File: src/rtl/uart_pkg.sv
// Shared UART definitions: frame defaults, receiver state encoding and a
// small majority-vote helper used by the receiver's optional filtering.
package uart_pkg;

    localparam int UART_OVERSAMPLE = 16;
    localparam int UART_DATA_BITS  = 8;

    typedef enum logic [2:0] {
        ST_IDLE  = 3'd0,
        ST_START = 3'd1,
        ST_DATA  = 3'd2,
        ST_STOP  = 3'd3,
        ST_BREAK = 3'd4
    } uart_state_e;

    function automatic logic maj3(input logic a, input logic b, input logic c);
        return (a & b) | (a & c) | (b & c);
    endfunction

endpackage

File: src/rtl/uart_rx_sync.sv
// Serial-line synchronizer with falling-edge detect on the synchronized value.
// All flops reset to the idle (high) line level so reset never fakes an edge.
module uart_rx_sync #(
    parameter int SYNC_STAGES = 2
) (
    input  logic clk,
    input  logic reset,
    input  logic rxd_i,
    output logic rxd_s_o,
    output logic fall_o
);

    logic [SYNC_STAGES-1:0] sync_q;
    logic                   prev_q;

    always_ff @(posedge clk or negedge reset) begin
        if (!reset) begin
            sync_q <= '1;
            prev_q <= 1'b1;
        end else begin
            sync_q <= {sync_q[SYNC_STAGES-2:0], rxd_i};
            prev_q <= sync_q[SYNC_STAGES-1];
        end
    end

    assign rxd_s_o = sync_q[SYNC_STAGES-1];
    assign fall_o  = prev_q & ~sync_q[SYNC_STAGES-1];

endmodule

File: src/rtl/uart_rx.sv
// 16x-oversampling 8N1 UART receiver with framing-error detect.
// Define UART_RX_MAJORITY_EN to decide each bit by a 3-sample majority vote.
//
// state    | meaning
// ---------+-------------------------------------------------------------
// ST_IDLE  | line idle, waiting for a falling edge
// ST_START | counting to mid start bit, rejecting glitches
// ST_DATA  | sampling DATA_BITS bits LSB-first at mid-bit
// ST_STOP  | sampling the stop bit; good -> o_valid, low -> o_frame_err
// ST_BREAK | line held low after a framing error, waiting for it to rise
module uart_rx
    import uart_pkg::*;
#(
    parameter int OVERSAMPLE  = UART_OVERSAMPLE,
    parameter int DATA_BITS   = UART_DATA_BITS,
    parameter int SYNC_STAGES = 2
) (
    input  logic                 clk,
    input  logic                 reset,
    input  logic                 i_clk_rx,
    input  logic                 i_rxd,
    output logic [DATA_BITS-1:0] o_data,
    output logic                 o_valid,
    output logic                 o_frame_err,
    output logic                 o_busy
);

    localparam int CW = $clog2(OVERSAMPLE);
    localparam int BW = $clog2(DATA_BITS);
    localparam logic [CW-1:0] CNT_MID  = CW'(OVERSAMPLE / 2 - 1);
    localparam logic [CW-1:0] CNT_LAST = CW'(OVERSAMPLE - 1);
    localparam logic [BW-1:0] BIT_LAST = BW'(DATA_BITS - 1);

    logic rxd_s;
    logic fall;
    logic bit_s;

    uart_state_e          state_q;
    logic [CW-1:0]        cnt_q;
    logic [BW-1:0]        bit_idx_q;
    logic [DATA_BITS-1:0] shift_q;
    logic [DATA_BITS-1:0] data_q;
    logic                 valid_q;
    logic                 ferr_q;
    logic                 busy_q;

    uart_rx_sync #(
        .SYNC_STAGES(SYNC_STAGES)
    ) u_sync (
        .clk    (clk),
        .reset  (reset),
        .rxd_i  (i_rxd),
        .rxd_s_o(rxd_s),
        .fall_o (fall)
    );

`ifdef UART_RX_MAJORITY_EN
    // The two ticks before each decision tick land in the same state, so a
    // free-running history of ticked samples gives the D-2 and D-1 votes.
    logic [1:0] hist_q;

    always_ff @(posedge clk or negedge reset) begin
        if (!reset) begin
            hist_q <= 2'b11;
        end else if (i_clk_rx) begin
            hist_q <= {hist_q[0], rxd_s};
        end
    end

    assign bit_s = maj3(hist_q[1], hist_q[0], rxd_s);
`else
    assign bit_s = rxd_s;
`endif

    always_ff @(posedge clk or negedge reset) begin
        if (!reset) begin
            state_q   <= ST_IDLE;
            cnt_q     <= '0;
            bit_idx_q <= '0;
            shift_q   <= '0;
            data_q    <= '0;
            valid_q   <= 1'b0;
            ferr_q    <= 1'b0;
            busy_q    <= 1'b0;
        end else begin
            valid_q <= 1'b0;
            ferr_q  <= 1'b0;
            busy_q  <= (state_q != ST_IDLE);
            case (state_q)
                ST_IDLE: begin
                    cnt_q <= '0;
                    if (fall) begin
                        state_q <= ST_START;
                    end
                end
                ST_START: begin
                    if (i_clk_rx) begin
                        if (cnt_q == CNT_MID) begin
                            cnt_q     <= '0;
                            bit_idx_q <= '0;
                            state_q   <= bit_s ? ST_IDLE : ST_DATA;
                        end else begin
                            cnt_q <= cnt_q + 1'b1;
                        end
                    end
                end
                ST_DATA: begin
                    if (i_clk_rx) begin
                        cnt_q <= cnt_q + 1'b1;
                        if (cnt_q == CNT_LAST) begin
                            shift_q   <= {bit_s, shift_q[DATA_BITS-1:1]};
                            bit_idx_q <= bit_idx_q + 1'b1;
                            if (bit_idx_q == BIT_LAST) begin
                                state_q <= ST_STOP;
                            end
                        end
                    end
                end
                ST_STOP: begin
                    if (i_clk_rx) begin
                        cnt_q <= cnt_q + 1'b1;
                        if (cnt_q == CNT_LAST) begin
                            if (bit_s) begin
                                data_q  <= shift_q;
                                valid_q <= 1'b1;
                                state_q <= ST_IDLE;
                            end else begin
                                ferr_q  <= 1'b1;
                                state_q <= ST_BREAK;
                            end
                        end
                    end
                end
                ST_BREAK: begin
                    cnt_q <= '0;
                    if (rxd_s) begin
                        state_q <= ST_IDLE;
                    end
                end
                default: begin
                    state_q <= ST_IDLE;
                    cnt_q   <= '0;
                end
            endcase
        end
    end

    assign o_data      = data_q;
    assign o_valid     = valid_q;
    assign o_frame_err = ferr_q;
    assign o_busy      = busy_q;

endmodule

File: config.mk
export PLATFORM = sky130hd
export DESIGN_NAME = uart_rx
export DESIGN_NICKNAME = d
export VERILOG_FILES = /design/src/rtl/uart_pkg.sv /design/src/rtl/uart_rx_sync.sv /design/src/rtl/uart_rx.sv
export SDC_FILE = /design/constraint.sdc
export NUM_CORES = 1
export LEC_CHECK = 0
export CAP_MARGIN = 0
export CELL_PAD_IN_SITES_DETAIL_PLACEMENT = 0
export CELL_PAD_IN_SITES_GLOBAL_PLACEMENT = 1
export CORE_ASPECT_RATIO = 0.5
export CORE_MARGIN = 2
export CORE_UTILIZATION = 30
export CTS_CLUSTER_DIAMETER = 100
export DETAILED_ROUTE_END_ITERATION = 16
export GPL_TIMING_DRIVEN = 0
export MAX_ROUTING_LAYER = met4
export PLACE_DENSITY = 0.63
export SLEW_MARGIN = 20
export SYNTH_ARGS = -nofsm -noshare
export SYNTH_HDL_FRONTEND = slang
export SYNTH_HIERARCHICAL = 1
export SYNTH_SLANG_ARGS = --single-unit
File: constraint.sdc
create_clock -name clk -period 1.95 [get_ports clk]
set_input_delay 0.39 -clock clk [delete_from_list [all_inputs] [get_ports clk]]
set_output_delay 0.39 -clock clk [all_outputs]
set_load 0.05 [all_outputs]
-- Yosys cells after proc, flatten, opt, wreduce, memory -nomap -nowiden
Index checks and enable logic that the tools add are counted.
- bitwise gates (word level): 2
- equality and inequality tests: 17
- reductions and logical operators: 9
- multiplexer cells: 29
- add/sub/neg operators: 2
- operators with widths (cell ; number):
    3-bit 2-to-1 mux ; 14
    2-bit inequality test, second input constant ; 8
    3-bit one-hot mux with 5 select lines ; 1
    4-bit 2-to-1 mux ; 3
    9-bit AND reduction ; 1
    1-bit 2-to-1 mux ; 8
    4-bit one-hot mux with 2 select lines ; 1
    3-bit by 2-bit == test with 1-bit output, second input constant ; 2
    3-bit == test, second input constant ; 2
    3-bit one-hot mux with 2 select lines ; 1
    5-bit AND reduction ; 1
    4-bit by 1-bit adder with 4-bit output, second input constant ; 1
    4-bit by 3-bit == test with 1-bit output, second input constant ; 1
    4-bit == test, second input constant ; 1
    2-bit by 1-bit inequality test with 1-bit output, second input constant ; 2
    4-bit AND reduction ; 1
    3-bit by 1-bit adder with 3-bit output, second input constant ; 1
    3-bit by 1-bit == test with 1-bit output, second input constant ; 1
    3-bit zero test ; 1
    3-bit AND reduction ; 1
    3-bit nonzero test ; 1
    2-bit 2-to-1 mux ; 1
    2-bit AND reduction ; 1
    2-bit nonzero test ; 1
    3 further kinds ; 3
- logic and storage cells: 69
- output and inout port bits: 11
- bits of input ports: 4
- bits in registers: 32

-- Longest topological paths before layout
Gate-level depths: netlist of run 1.
- word-level depth: 5
- depth in mapped cells: 5
- depth with buffers taken out: 5

-- Hierarchy
Netlist of run 1, hierarchy kept.
- modules (own cells, without submodules) (module ; instances ; area an instance (um^2) ; seq. area each (um^2) ; cells an instance):
    uart_rx ; 1 ; 1301.2 ; 725.7 ; 103
    uart_rx_sync ; 1 ; 92.6 ; 78.8 ; 4

-- Worst setup path after synthesis of run 1
No wires, ideal clock.
- path kind: register -> register
- from: register cnt_q[0]
- to: register data_q[0], in the netlist o_data[0]
- path buffers: 0
- required time: 1825 ps
- data arrival time: 1548 ps
- path slack: 278 ps
- stages on the path, launching flop included: 5
- setup time: 125 ps
- clock period less this slack: 1672 ps
- path through: dfrtp_1 ha_1 nand4b_4 nor3_4 mux2_2
- cells in the longest elaborated chain, start to end: 2
- ends and longest elaborated chain (element ; RTL line ; RTL):
    start, declared ; uart_rx.sv:39 ; logic [CW-1:0] cnt_q;
    start signal, assigned ; uart_rx.sv:103 ; cnt_q <= cnt_q + 1'b1;
    start signal, assigned ; uart_rx.sv:109 ; cnt_q <= cnt_q + 1'b1;
    start signal, assigned ; uart_rx.sv:121 ; cnt_q <= cnt_q + 1'b1;
    4-bit == test ; uart_rx.sv:122 ; if (cnt_q == CNT_LAST) begin
    4-bit AND reduction (no source line) ; - ;
    end signal, assigned ; uart_rx.sv:124 ; data_q <= shift_q;
    end, declared ; uart_rx.sv:42 ; logic [DATA_BITS-1:0] data_q;
Every way passes these cells.
A chain may end at the register's enable or synchronous reset.

-- Final worst setup path of run 1
- from: register data_q[2], in the netlist o_data[2]
- to: output o_data[2]
- RTL lines (element ; RTL line ; RTL):
    end, declared ; uart_rx.sv:22 ; output logic [DATA_BITS-1:0] o_data,
No word-level cell between the ends.

==> results of run 1 <==
==> Yosys cell counts (2+ instances only) <==
library cell  number  area [sq um]
nor2_1             3         11.26
inv_1              5         18.77
dfrtp_1           29         725.7
nor3_4             2         32.53
o21ai_0            5         25.02
nand2_1            7         26.28
dfstp_2            3         78.83
nand3_1            2         10.01
a221oi_1           4         35.03
a21oi_1            5         25.02
mux2_2            16         180.2
nor3_1             2         10.01
ha_1               3         37.54
nand4_1            2         12.51
==> layer usage <==
metal  share of wire  global-route usage  up-vias
met5               0                   -        -
met4           0.021             0.06849        0
met3           0.044             0.03733        5
met2            0.43              0.1655       16
met1            0.50              0.1504      446
li1                -                   -      443
==> layout make-up <==
| class | instances | area share |
|---|---|---|
| Sequential cell | 32 | 0.4522 |
| Multi-Input combinational cell | 67 | 0.3115 |
| Timing Repair Buffer | 17 | 0.1139 |
| Tap cell | 57 | 0.04008 |
| Clock buffer | 5 | 0.03868 |
| Clock inverter | 3 | 0.02391 |
| Inverter | 5 | 0.01055 |
| Buffer | 3 | 0.009142 |
==> kinds of logic after synthesis <==
kind of cell / Yosys count
buffers and inverters: 8
multiplexers: 16
XOR/XNOR: 1
AND/OR/NAND/NOR: 28
adder cells (fa/ha/maj): 3
flip-flops: 32
AO/OA/AOI/OAI: 19
==> path summary, 6_finish.rpt <==
kind / slack, ns / endpoint / startpoint
worst max-delay path: 0.13 / o_data[2] / o_data[2]
worst min-delay path: 0.003 / cnt_q[3] / reset
worst max register to register: 0.13 / shift_q[6] / cnt_q[0]
worst min register to register: 0.36 / u_sync/sync_q[1] / u_sync/sync_q[0]
max in group asynchronous: 1.54 / o_data[6] / reset
min in group clk: 0.36 / u_sync/sync_q[1] / u_sync/sync_q[0]
==> sequential cells by signal, indices dropped and copies added, names as in the netlist <==
| name | flops |
|---|---|
| bit_idx_q | 3 |
| cnt_q | 4 |
| o_busy | 1 |
| o_data | 8 |
| o_frame_err | 1 |
| o_valid | 1 |
| shift_q | 8 |
| state_q | 3 |
| u_sync/prev_q | 1 |
| u_sync/sync_q | 2 |
==> per-stage QoR <==
step / cell area, sq um / power, mW
after detailed placement: 1628 / 1.164
after floorplan: 1394 / 1.055
after global routing: 1779 / 1.890
after CTS: 1739 / 1.806
after global placement: 1605 / 1.154
final: 1779 / 1.783
==> repair_timing <==
action | 4_1_cts | 5_1_grt
hold buffers | 0 | 0
setup endpoints to repair | 7 | 12
pin swaps | 1 | 2
setup buffers | 0 | 2
==> power groups by stage <==
stage	logic (mW)	registers, mW	clock network, mW
finish	0.349	0.799	0.635
global route	0.392	0.809	0.689
CTS	0.351	0.799	0.656
detailed placement	0.352	0.812	0
global placement	0.344	0.811	0
floorplan	0.236	0.818	0
==> results.yml, run 1 <==
sta:
  fmax_mhz: 548.1
  worst_pin_slew_ns: 0.4994
  setup_viol: 0
  fin_crit_ns: 1.825
  post-route-period-util: 0.9357
  slew_violations: 0
  whs_ns: 0.002571
  clock_skew_ns: 0.009641
  slew_headroom: 0.6640
  hold_viol: 0
  fin_ws_ns: 0.1254
  tns_ns: 0
  rsz0062_at_grt: "no"
pwr:
  p_int_mw: 1.242
  p_leak_nw: 0.8062
  p_clk_frac: 0.356
  powerDensity_nw_per_um2: 1002
  vdd_drop_max_mv: 0.3411
  pwr-share-comb: 0.196
  p_seq_frac: 0.448
  switchingPower_mw: 0.5417
  swShare: 0.3037
setup_path:
  cp-end-kind: "output pin"
  crit_buf_inv: 1
  worst-path-stages: 1
  crit_path_max_incr_delay_ns: 0.80
  cp_top_family: "buffers and inverters"
  slowest_stage: "clkdlybuf4s50_1"
  crit_fanout: 2
  rr_worst_depth: 5
  path_cells: "clkdlybuf4s50_1"
  cp.required_ns: 1.56
  worstSetupPathType: "register to output pin"
  start_kind: "register"
  cp.arrival_ns: 1.43
die:
  die_area_sq_um: 5241
  initial_core_util: 0.3150
  die_h_um: 52.20
  fp-row-count: 17
  core_area_sq_um: 4424
  fp.dieW_um: 100.4
  num_io_pins: 15
synthesis:
  yosys_most_used_dff: "dfrtp_1"
  ys_types: 33
  synth-edff-count: 0
  synth-xor-area-share: 0.006284
  synth_top_family_by_area: "simple AND/OR/NAND/NOR gates"
  synthCells: 107
  avgSynthCellArea_sq_um: 13.03
  synth_mux_area_frac: 0.1293
  yosysSeqAreaShare: 0.5772
  yosys.area_share.simple: 0.1427
  synthArstFlopShare: 1.000
  yosys_warnings: 6
  synth_fa_ha_area_frac: 0.02693
  synth.net_count: 114
  ys_ff_latch: 32
  synth_area_sq_um: 1394
  synth_compound_area_frac: 0.09246
placement:
  gp_congestion: 0.7249
  io_buffers: 14
  dp_cells: 179
  hpwl_um: 1707
  post-place-ws_ns: -0.1930
cells_and_area:
  multi_input_area_sq_um: 554.3
  area_delta_synth_final_pct: 27.65
  regArea_sq_um: 804.5
  postLayoutCoreUtil: 0.4021
  antenna_cells: 0
  nFillCells: 426
  fin_cells: 189
  fin_nets: 138
  drive_above_1_share: 0.3106
  layout_common_cells: "29 x dfrtp_1, 16 x mux2_2, 13 x clkdlybuf4s50_1"
  layout_commonest_cell: "dfrtp_1"
routing:
  drt_iter0_drc: 55
  wl_per_cell_um: 12.99
  postRouteAntennaNets: 0
  viasPerCell: 4.815
  dr.pass1.iters: 4
  drt_wl_total_um: 2455
  drc: 0
  via_count: 910
global_route:
  grt_pass1_vias: 919
  overflow: 0
  grt_pass1_wl_um: 4491
  grt_usage: 0.1177
  grt_antenna_before_repair: 0
  grt_max_degree: 20
clocking:
  cts.sinks: 32
  htreeDepth: 2
  clk_pin_slew_ns: 0.07
  clockBufferDepth: 2
  root_buffer: "clkbuf_8"
  clk-insertion-delay-late_ns: 0.29
  cts_tree: "done"
  cts_buffers: 5
  post_cts_resized: 0
flow_run:
  drv_cap: 0
outcome:
  outcome: "finished, final reports clean"
worst_hold_path:
  hold_class: "input pin to async pin"
Power figures use the tool's default switching activity.
==> inputs of run 2 (changes only) <==
- CORE_MARGIN: 2 -> 10
==> run 2 against run 1 <==
Register-to-register slack better by 0.02 ns. Clock power about the same. Maximum frequency decreased by 0.52%. Global-route usage decreased by 4.2 points. Sequential power about the same. Combinational power shrank 1%. Critical path type unchanged. Largest cell class unchanged.
==> results.yml, run 2 (same netlist as run 1, synthesis figures left out) <==
die:
  fp-row-count: 17
  die_area_sq_um: 7938
  core_area_sq_um: 4446
  num_io_pins: 15
  fp.dieW_um: 116.4
  die_h_um: 68.20
  initial_core_util: 0.3135
global_route:
  grt_pass1_vias: 923
  overflow: 0
  grt_pass1_wl_um: 4505
  grt_max_degree: 33
  grt_antenna_before_repair: 0
  grt_usage: 0.07594
routing:
  drt_wl_total_um: 2642
  postRouteAntennaNets: 0
  drc: 0
  via_count: 890
  dr.pass1.iters: 4
  drt_iter0_drc: 50
  viasPerCell: 4.734
  wl_per_cell_um: 14.05
sta:
  rsz0062_at_grt: "no"
  slew_headroom: 0.5175
  fmax_mhz: 545.2
  tns_ns: 0
  slew_violations: 0
  fin_crit_ns: 1.834
  setup_viol: 0
  clock_skew_ns: 0.01061
  hold_viol: 0
  worst_pin_slew_ns: 0.7238
  post-route-period-util: 0.9406
cells_and_area:
  nFillCells: 410
  antenna_cells: 0
  area_delta_synth_final_pct: 25.67
  drive_above_1_share: 0.3053
  layout_commonest_cell: "dfrtp_1"
  layout_common_cells: "29 x dfrtp_1, 16 x mux2_2, 13 x clkdlybuf4s50_1"
  fin_nets: 137
pwr:
  powerDensity_nw_per_um2: 1016
  p_leak_nw: 0.7936
  power.total_mw: 1.779
  vdd_drop_max_mv: 0.3249
placement:
  gp_congestion: 0.7745
  hpwl_um: 1764
  io_buffers: 14
clocking:
  cts_buffers: 5
  clk_pin_slew_ns: 0.08
  postCtsHoldBufs: 0
  cts_tree: "done"
  cts.sinks: 32
  root_buffer: "clkbuf_8"
  clk-insertion-delay-late_ns: 0.29
  clockBufferDepth: 2
  htreeDepth: 2
  post_cts_resized: 0
setup_path:
  rr_startpoint: "cnt_q[0]"
  crit_path_max_incr_delay_ns: 0.81
  start_kind: "register"
  crit_fanout: 2
  crit_buf_inv: 1
  cp_top_family: "buffers and inverters"
  cp.arrival_ns: 1.44
  worstSetupPathType: "register to output pin"
  cp-end-kind: "output pin"
  slowest_stage: "clkdlybuf4s50_1"
  path_cells: "clkdlybuf4s50_1"
  startpoint: "o_data[4]"
  cp.required_ns: 1.56
outcome:
  outcome: "finished, final reports clean"
flow_run:
  drv_cap: 0
worst_hold_path:
  hold_class: "input pin to async pin"
-- run 2: cell count changes in the layout (fill, tap and decap cells not counted), sizes merged --
cell	change
buf	-1
-- run 2: what timing repair did --
| item | in CTS | in global routing |
|---|---|---|
| setup endpoints to repair | 8 | 16 |
| pin swaps | 1 | 2 |
| buffers inserted | 0 | 2 |
-- run 2: cell type report --
class                           instances  area [sq um]  share of cell area
Clock buffer                            5         68.82             0.03929
Inverter                                5         18.77             0.01071
Tap cell                               57         71.32             0.04071
Sequential cell                        32         804.5              0.4593
Multi-Input combinational cell         67         554.3              0.3164
Clock inverter                          3         42.54             0.02429
Timing Repair Buffer                   16         175.2              0.1000
Buffer                                  3         16.27            0.009286
-- run 2: final timing paths --
path,cells past startpoint,slack [ns],to
setup / recovery,1,0.12,o_data[4]
hold / removal,1,0.16,shift_q[7]
setup reg to reg,5,0.15,o_data[7]
hold reg to reg,0,0.36,u_sync/sync_q[1]
max in group asynchronous,1,1.32,cnt_q[1]
min in group clk,0,0.36,u_sync/sync_q[1]
-- run 2: worst register-to-register path, delay by kind of cell (launching register included) --
kind          cells  cell delay, ns
simple gates      2            0.48
flops             1            0.40
mux               1            0.33
fa+ha+maj         1            0.32
buf+inv           1            0.15
-- run 2: where the power goes --
group / internal (mW) / leakage (nW) / switching [mW]
clock: 0.378 / 0.0541 / 0.258
sequential: 0.731 / 0.420 / 0.0678
combinational: 0.127 / 0.319 / 0.217
total: 1.24 / 0.794 / 0.543
-- run 2: metrics by stage --
step	cells	area (sq um)	util	setup WS (ns)	hold WS (ns)
after floorplan	107	1394	-	0.2778	0.09441
after global placement	178	1605	0.3611	-0.1861	0.3464
after detailed placement	178	1600	0.3600	-0.1864	0.3491
after CTS	186	1712	0.3850	0.04657	0.1803
after global routing	188	1752	0.3940	0.05549	0.2142
final	188	1752	0.3940	0.1158	0.1553
-- run 2: layer usage --
metal	routed length, um	share of wire	track usage	vias up
li1	-	-	-	435
met1	1314	0.50	0.08852	434
met2	1211	0.46	0.1142	15
met3	71	0.027	0.02094	6
met4	44	0.017	0.05108	0
met5	0	0	-	-
